$ cat src/rtl/td4_pkg.sv
// Shared TD4 opcode encodings and instruction field widths.
package td4_pkg;
    localparam int OPW = 4;

    typedef logic [OPW-1:0] opcode_t;

    localparam opcode_t OP_ADD_A  = 4'b0000;
    localparam opcode_t OP_MOV_AB = 4'b0001;
    localparam opcode_t OP_IN_A   = 4'b0010;
    localparam opcode_t OP_MOV_AI = 4'b0011;
    localparam opcode_t OP_MOV_BA = 4'b0100;
    localparam opcode_t OP_ADD_B  = 4'b0101;
    localparam opcode_t OP_IN_B   = 4'b0110;
    localparam opcode_t OP_MOV_BI = 4'b0111;
    localparam opcode_t OP_OUT_B  = 4'b1001;
    localparam opcode_t OP_OUT_I  = 4'b1011;
    localparam opcode_t OP_JNC    = 4'b1110;
    localparam opcode_t OP_JMP    = 4'b1111;
endpackage

$ cat src/rtl/td4_if.sv
// Program ROM bus: the core drives the address, the ROM answers combinationally.
interface td4_if
    import td4_pkg::*;
#(
    parameter int DW = 4,
    parameter int AW = 4
);
    logic [AW-1:0]     adr;
    logic [OPW+DW-1:0] instr;

    modport master (output adr, input instr);
    modport slave  (input adr, output instr);
endinterface

$ cat src/rtl/td4_alu.sv
// DW-bit adder; the carry out becomes the TD4 carry flag.
module td4_alu #(
    parameter int DW = 4
) (
    input  logic [DW-1:0] a,
    input  logic [DW-1:0] b,
    output logic [DW-1:0] sum,
    output logic          co
);
    assign {co, sum} = {1'b0, a} + {1'b0, b};
endmodule

$ cat src/rtl/td4_core.sv
// TD4 core: single-cycle fetch/execute of the 12-instruction ISA with stall enable.
module td4_core
    import td4_pkg::*;
#(
    parameter int DW = 4,
    parameter int AW = 4
) (
    input  logic          clk,
    input  logic          reset,
    input  logic          en,
    td4_if.master         rom,
    input  logic [DW-1:0] in_port,
    output logic [DW-1:0] out_port,
    output logic          out_we,
    output logic          carry,
    output logic [DW-1:0] reg_a,
    output logic [DW-1:0] reg_b
);
    generate
        if ((AW < 1) || (AW > DW)) begin : g_bad_param
            $fatal(1, "td4_core: AW must satisfy 1 <= AW <= DW");
        end
    endgenerate

    opcode_t       opcode;
    logic [DW-1:0] imm;
    logic [DW-1:0] src;
    logic [DW-1:0] res;
    logic          co;
    logic [AW-1:0] pc;

    assign opcode  = rom.instr[DW+OPW-1:DW];
    assign imm     = rom.instr[DW-1:0];
    assign rom.adr = pc;

    always_comb begin
        src = '0;
        case (opcode)
            OP_ADD_A, OP_MOV_BA:           src = reg_a;
            OP_ADD_B, OP_MOV_AB, OP_OUT_B: src = reg_b;
            OP_IN_A, OP_IN_B:              src = in_port;
            default:                       src = '0;
        endcase
    end

    td4_alu #(.DW(DW)) u_alu (
        .a   (src),
        .b   (imm),
        .sum (res),
        .co  (co)
    );

    // Every writing instruction takes the adder result; immediates ride through with src=0.
    always_ff @(posedge clk) begin
        if (reset) begin
            reg_a    <= '0;
            reg_b    <= '0;
            pc       <= '0;
            carry    <= 1'b0;
            out_port <= '0;
            out_we   <= 1'b0;
        end else if (en) begin
            carry  <= co;
            out_we <= 1'b0;
            pc     <= pc + AW'(1);
            case (opcode)
                OP_ADD_A, OP_MOV_AB, OP_IN_A, OP_MOV_AI: reg_a <= res;
                OP_MOV_BA, OP_ADD_B, OP_IN_B, OP_MOV_BI: reg_b <= res;
                OP_OUT_B, OP_OUT_I: begin
                    out_port <= res;
                    out_we   <= 1'b1;
                end
                OP_JNC: if (!carry) pc <= imm[AW-1:0];
                OP_JMP: pc <= imm[AW-1:0];
                default: ;
            endcase
        end else begin
            out_we <= 1'b0;
        end
    end
endmodule

$ cat src/flat_wrapper.sv
// flat-port wrapper written by rule: the top's interface ports become plain ports
module td4_core_flat import td4_pkg::*;
#(
    parameter int DW = 4,
    parameter int AW = 4
)
  (clk, reset, en, in_port, out_port, out_we, carry, reg_a, reg_b, rom_adr, rom_instr);
  td4_if #(.DW(DW), .AW(AW)) rom_i ();
  input  logic clk;
  input  logic reset;
  input  logic en;
  input  logic [DW-1:0] in_port;
  output logic [DW-1:0] out_port;
  output logic out_we;
  output logic carry;
  output logic [DW-1:0] reg_a;
  output logic [DW-1:0] reg_b;
  output wire logic [$bits(rom_i.adr)-1:0] rom_adr;
  input wire logic [$bits(rom_i.instr)-1:0] rom_instr;
  assign rom_adr = rom_i.adr;
  assign rom_i.instr = rom_instr;
  td4_core #(.DW(DW), .AW(AW)) u_core (.clk(clk), .reset(reset), .en(en), .rom(rom_i), .in_port(in_port), .out_port(out_port), .out_we(out_we), .carry(carry), .reg_a(reg_a), .reg_b(reg_b));
endmodule
$ cat config.mk
export PLATFORM = sky130hd
export DESIGN_NAME = td4_core_flat
export DESIGN_NICKNAME = d
export VERILOG_FILES = /design/src/rtl/td4_pkg.sv /design/src/rtl/td4_if.sv /design/src/rtl/td4_alu.sv /design/src/rtl/td4_core.sv /design/src/flat_wrapper.sv
export SDC_FILE = /design/constraint.sdc
export NUM_CORES = 1
export LEC_CHECK = 0
export CAP_MARGIN = 20
export CORE_MARGIN = 10
export CORE_UTILIZATION = 45
export CTS_BUF_LIST = sky130_fd_sc_hd__clkbuf_16
export CTS_CLUSTER_DIAMETER = 60
export CTS_CLUSTER_SIZE = 24
export DETAILED_ROUTE_END_ITERATION = 8
export HOLD_SLACK_MARGIN = 0.1
export PLACE_DENSITY = 0.77
export SYNTH_ARGS = -nofsm -noshare
export SYNTH_HDL_FRONTEND = slang
export SYNTH_SLANG_ARGS = --single-unit
$ cat constraint.sdc
create_clock -name clk -period 4.8 [get_ports clk]
set_clock_uncertainty 0.2 [all_clocks]
set_input_delay 0.48 -clock clk [delete_from_list [all_inputs] [get_ports clk]]
set_output_delay 0.48 -clock clk [all_outputs]
set_load 0.05 [all_outputs]
* Word level (Yosys, flattened, before mapping) *
Cells that the tools add are included.

storage, ports and cells
  memory bits (writable) = 0
  latch bits = 0
  bits in read-only memories = 0
  bits in registers = 18
  output and inout port bits = 18
  memories = 0

cells by class
  add/subtract/negate cells = 2
  reductions and logical operators = 11
  equality and inequality tests = 11
  muxes and demuxes = 4
  shifts and indexed selects = 0
  order comparisons = 0
  div/mod/pow operators = 0
  bitwise operators = 1
  $mul = 0

operator list
  kind                                                                    count
  4-bit by 3-bit equality test with 1-bit output (second input constant)  4
  4-bit equality test (second input constant)                             4
  4-bit one-hot mux with 3 select lines                                   1
  4-bit by 2-bit equality test with 1-bit output (second input constant)  2
  4-bit one-hot mux with 2 select lines                                   1
  2-bit OR reduction                                                      4
  4-bit OR reduction                                                      2
  2-bit AND reduction                                                     3
  4-bit by 4-bit adder with 5-bit output                                  1
  4-bit by 1-bit adder with 4-bit output (second input constant)          1
  4-bit by 1-bit equality test with 1-bit output (second input constant)  1
  4-bit logical NOT                                                       1
  4-bit 2-to-1 mux                                                        1
  3-bit OR reduction                                                      1
  1-bit 2-to-1 mux                                                        1
  1-bit NOT                                                               1

* Longest topological paths before layout *
  depth in word-level cells = 4
  gate-level depth with buffers = 9
  gate-level depth less buffers = 9

* Hierarchy *
From an unflattened synthesis, not the netlist that was laid out.

unflattened totals
  cells, all modules = 107
  area, all modules = 1018.5 um2

by module, submodules not included
  module    times used  cells each  seq. area each (um2)  area an instance (um2)
  td4_core  1           91          360.3                 882.1
  td4_alu   1           16          0.0                   136.4

* Least setup slack after synthesis *
Ideal clock, no wire load.

  kind = in2reg
  from = in rom_instr[5]
  to = reg u_core.carry
  library setup time = 0.091 ns
  path slack = 2.316 ns
  data arrival time = 2.193 ns
  stages on the path = 9
  buffers on the path = 1
  cells stage by stage = buf_4 a211oi_1 o2bb2ai_1 ha_1 inv_1 fa_1 nor2b_1 o21ai_0 a311oi_1

on the way
  longest elaborated chain between the ends = 4

RTL lines
  element                                                   line                text
  start, declared                                           flat_wrapper.sv:19  input wire logic [$bits(rom_i.instr)-1:0] rom_instr;
  4-bit equality test (tied with other cells)               td4_core.sv:38      case (opcode)
  3-bit OR reduction or 2-bit OR reduction (tied branches)  td4_core.sv:38
  4-bit one-hot mux with 3 select lines *                   td4_core.sv:38
  4-bit by 4-bit adder with 5-bit output *                  td4_alu.sv:10       assign {co, sum} = {1'b0, a} + {1'b0, b};
  end signal, assigned                                      td4_core.sv:63      carry <= co;
  end, declared                                             td4_core.sv:15      output logic carry,

Every way passes the cells marked *; elsewhere a longest branch is shown, timed or not.
A chain may end at the register's enable or synchronous reset.

* Final worst setup path *
Same ends and word-level chain as after synthesis.

==> metrics <==
HP Start u_core.out_port[2]$_SDFFE_PP0P_; Critical Path AT around 3 ns; fraction of layout instances using a drive strength above 1 under 10%; Peak VDD IR about 0.2 mV; WHS Endpoint u_core.out_port[2]$_SDFFE_PP0P_; Pwr Density about 290 nW/um^2; post-route ant nets 0; Startpoint Class input port; initial core utilization between 40% and 50%; ys async rst share 0%; Mapped Area around 1100 sq um; Post CTS Setup Buffer Count 0; core area about 2200 sq um; status complete, no violations; Area contributors post-synth dfxtp_1 34%, mux2i_1 9.3%, ha_1 5.8%; Synth top area share between 30 and 40%; gp weighted congestion 0.838; Main synth FF type dfxtp_1; Worst Setup End Kind register; post-synthesis cell count around 120; clock buffer depth 2; Vias roughly 1000; syn_nets between 100 and 150; TritonCTS Buffers 3; vias per cell ~5.8; first-pass GRT wire length just over 5 mm; f_max around 330 MHz; Distinct cells, synth 40; Seq cells post-synth 18; Reg-to-Reg Start u_core.reg_a[0]$_SDFFE_PP0P_; die area between 4000 and 5000 sq um; Clock Latency Late Sink roughly 0.25 ns; Max-Cap Viols 0; post-place setup slack ~1.5 ns; CP Max Fanout 7; clock root buffer clkbuf_16; Finished Layout Cells between 150 and 200; 1st-iter DRT viols 54; crit-path cells clkdlybuf4s50_1, a211oi_1, o2bb2ai_1, ha_1, inv_1, fa_1, nor2b_1, o21ai_0, a311oi_1; dominant cell type by area after synthesis dfxtp_1; Cell Rows 17; total power roughly 0.43 mW; Post-synth EDFFs 0; Die Height 68.8 um; Sink Count 18; Final Max Tran Viols 0; largest net degree at the start of global routing 25; R2R Path End u_core.carry$_SDFFE_PP0P_; Die W approximately 69 um; Final WS setup between 1.5 and 2 ns; minimum clock period roughly 3.0 ns; RSZ-0062 raised after global routing false; most frequent cell after synthesis dfxtp_1; # setup viols final 0; vias in the first global route ~1100; number of antenna violations at the first check in global routing 0; critical path class in -> reg; cts hold-fix bufs 0; Setup TNS 0 ns; CP max stage cell a211oi_1; Seq/Total Area, Yosys roughly a third; Final #Nets approximately 170; antenna cells 0; Resize count post-CTS 0; CTS tree yes; Hold Crit Class reg -> reg; Port Buffers 32; Synth Area per Inst about 9 sq um; H-tree depth 1; GRT Total Usage 14.3%; DRT Pass-1 Iters 4; Max transition margin ~44%; Post-synth top cells 18 x dfxtp_1, 14 x nor2_1, 10 x mux2i_1; Final Hold Vio Count 0; IO Count 33; WP data required between 4 and 5 ns; CP max stage delay 0.63 ns; DRC Markers 0; Post-DP HPWL about 2.3 mm; synth warn 0; Worst R2R Setup Slack ~2.8 ns; Layout area overhead 37.7%; total grt overflow 0; Final period util a little over three fifths; worst-margin pin slew a little over 0.8 ns; worst hold stages 2; number of cells on the worst reg-to-reg path 8; Cells after DPL 173; routed len/inst between 15 and 20 um; clk slew on worst S/H paths 0.05 ns; Leak between 0.5 and 0.6 nW; WL final 3.11 mm
-- power breakdown --
part / switching, mW / internal [mW] / total [mW]
Clock: 0.0589 / 0.111 / 0.170
Sequential: 0.00671 / 0.157 / 0.164
Combinational: 0.0571 / 0.0388 / 0.0959
-- state kept, by name, indices dropped and copies added, names as in the netlist --
signal	cells
u_core.carry	1
u_core.reg_b	4
u_core.reg_a	4
u_core.out_we	1
u_core.out_port	4
u_core.rom.adr	4
-- worst max-delay path, delay by kind of cell --
family	cells	cell delay [ns]
AO/OA/AOI/OAI	4	1.16
adder cells (fa/ha/maj)	2	0.57
buffers and inverters	2	0.62
AND/OR/NAND/NOR	1	0.15
-- cell families after synthesis --
logic type | Yosys count | share of synthesized area, %
adder cells (fa/ha/maj) | 6 | 7.71
buffers and inverters | 15 | 5.96
XOR/XNOR | 1 | 0.818
multiplexers | 10 | 9.35
flip-flops | 18 | 33.6
AND/OR/NAND/NOR | 41 | 23.1
AO/OA/AOI/OAI | 28 | 19.4
-- metrics by stage --
stage	area (sq um)	utilization, %	hold WS, ns
floorplan	1070	-	0.450
global placement	1400	62.5	0.279
detailed placement	1400	62.5	0.299
CTS	1480	66.1	0.314
global route	1480	66.1	0.351
finish	1480	66.1	0.306
-- how the worst max path moves through the flow --
stage,start,to,slack (ns)
floorplan,rom_instr[5],u_core.carry$_SDFFE_PP0P_,2.32
global placement,rom_instr[5],u_core.carry$_SDFFE_PP0P_,1.69
finish,rom_instr[5],u_core.carry$_SDFFE_PP0P_,1.78
global route,rom_instr[5],u_core.out_port[2]$_SDFFE_PP0P_,1.62
CTS,rom_instr[5],u_core.carry$_SDFFE_PP0P_,1.80
detailed placement,rom_instr[5],u_core.carry$_SDFFE_PP0P_,1.55
-- cell type report --
cell class / count / area, sq um
fillers: 199 / 758
multi-input cells: 86 / 647
flip-flops and latches: 18 / 360
repair buffers: 32 / 320
clock buffers: 3 / 75.1
well taps: 28 / 35.0
inverters: 9 / 33.8
clock inverters: 1 / 3.75
-- routing by layer --
metal	GRT usage [%]	vias to the layer above	wire (um)	part of all wire, %
met2	23.4	36	1490	48
met5	0	-	0	0
met1	15.3	471	1250	40
met4	7.88	0	92	3.0
met3	5.80	11	282	9.1
li1	-	502	-	-
-- cells in the final DEF, fill, tap and decap left out, types with 2 or more instances in the layout --
cell type        netlist  final
nor2_1                14     14
inv_1                  9      9
ha_1                   5      5
a31oi_1                2      2
dfxtp_1               18     18
nand3_1                3      3
clkbuf_16              0      3
o2bb2ai_1              3      3
nand2b_1               2      2
clkdlybuf4s50_1        0     32
nand4b_1               3      3
a21o_1                 2      2
a311oi_1               2      2
nor2b_1                3      3
o211ai_1               3      3
a211oi_1               4      4
and3b_1                2      2
mux2i_1               10     10
a21oi_1                2      2
and3_1                 2      2
o21ai_0                3      3
nor3b_1                2      2
o311ai_0               4      4
(Power assumes the default switching activity.)
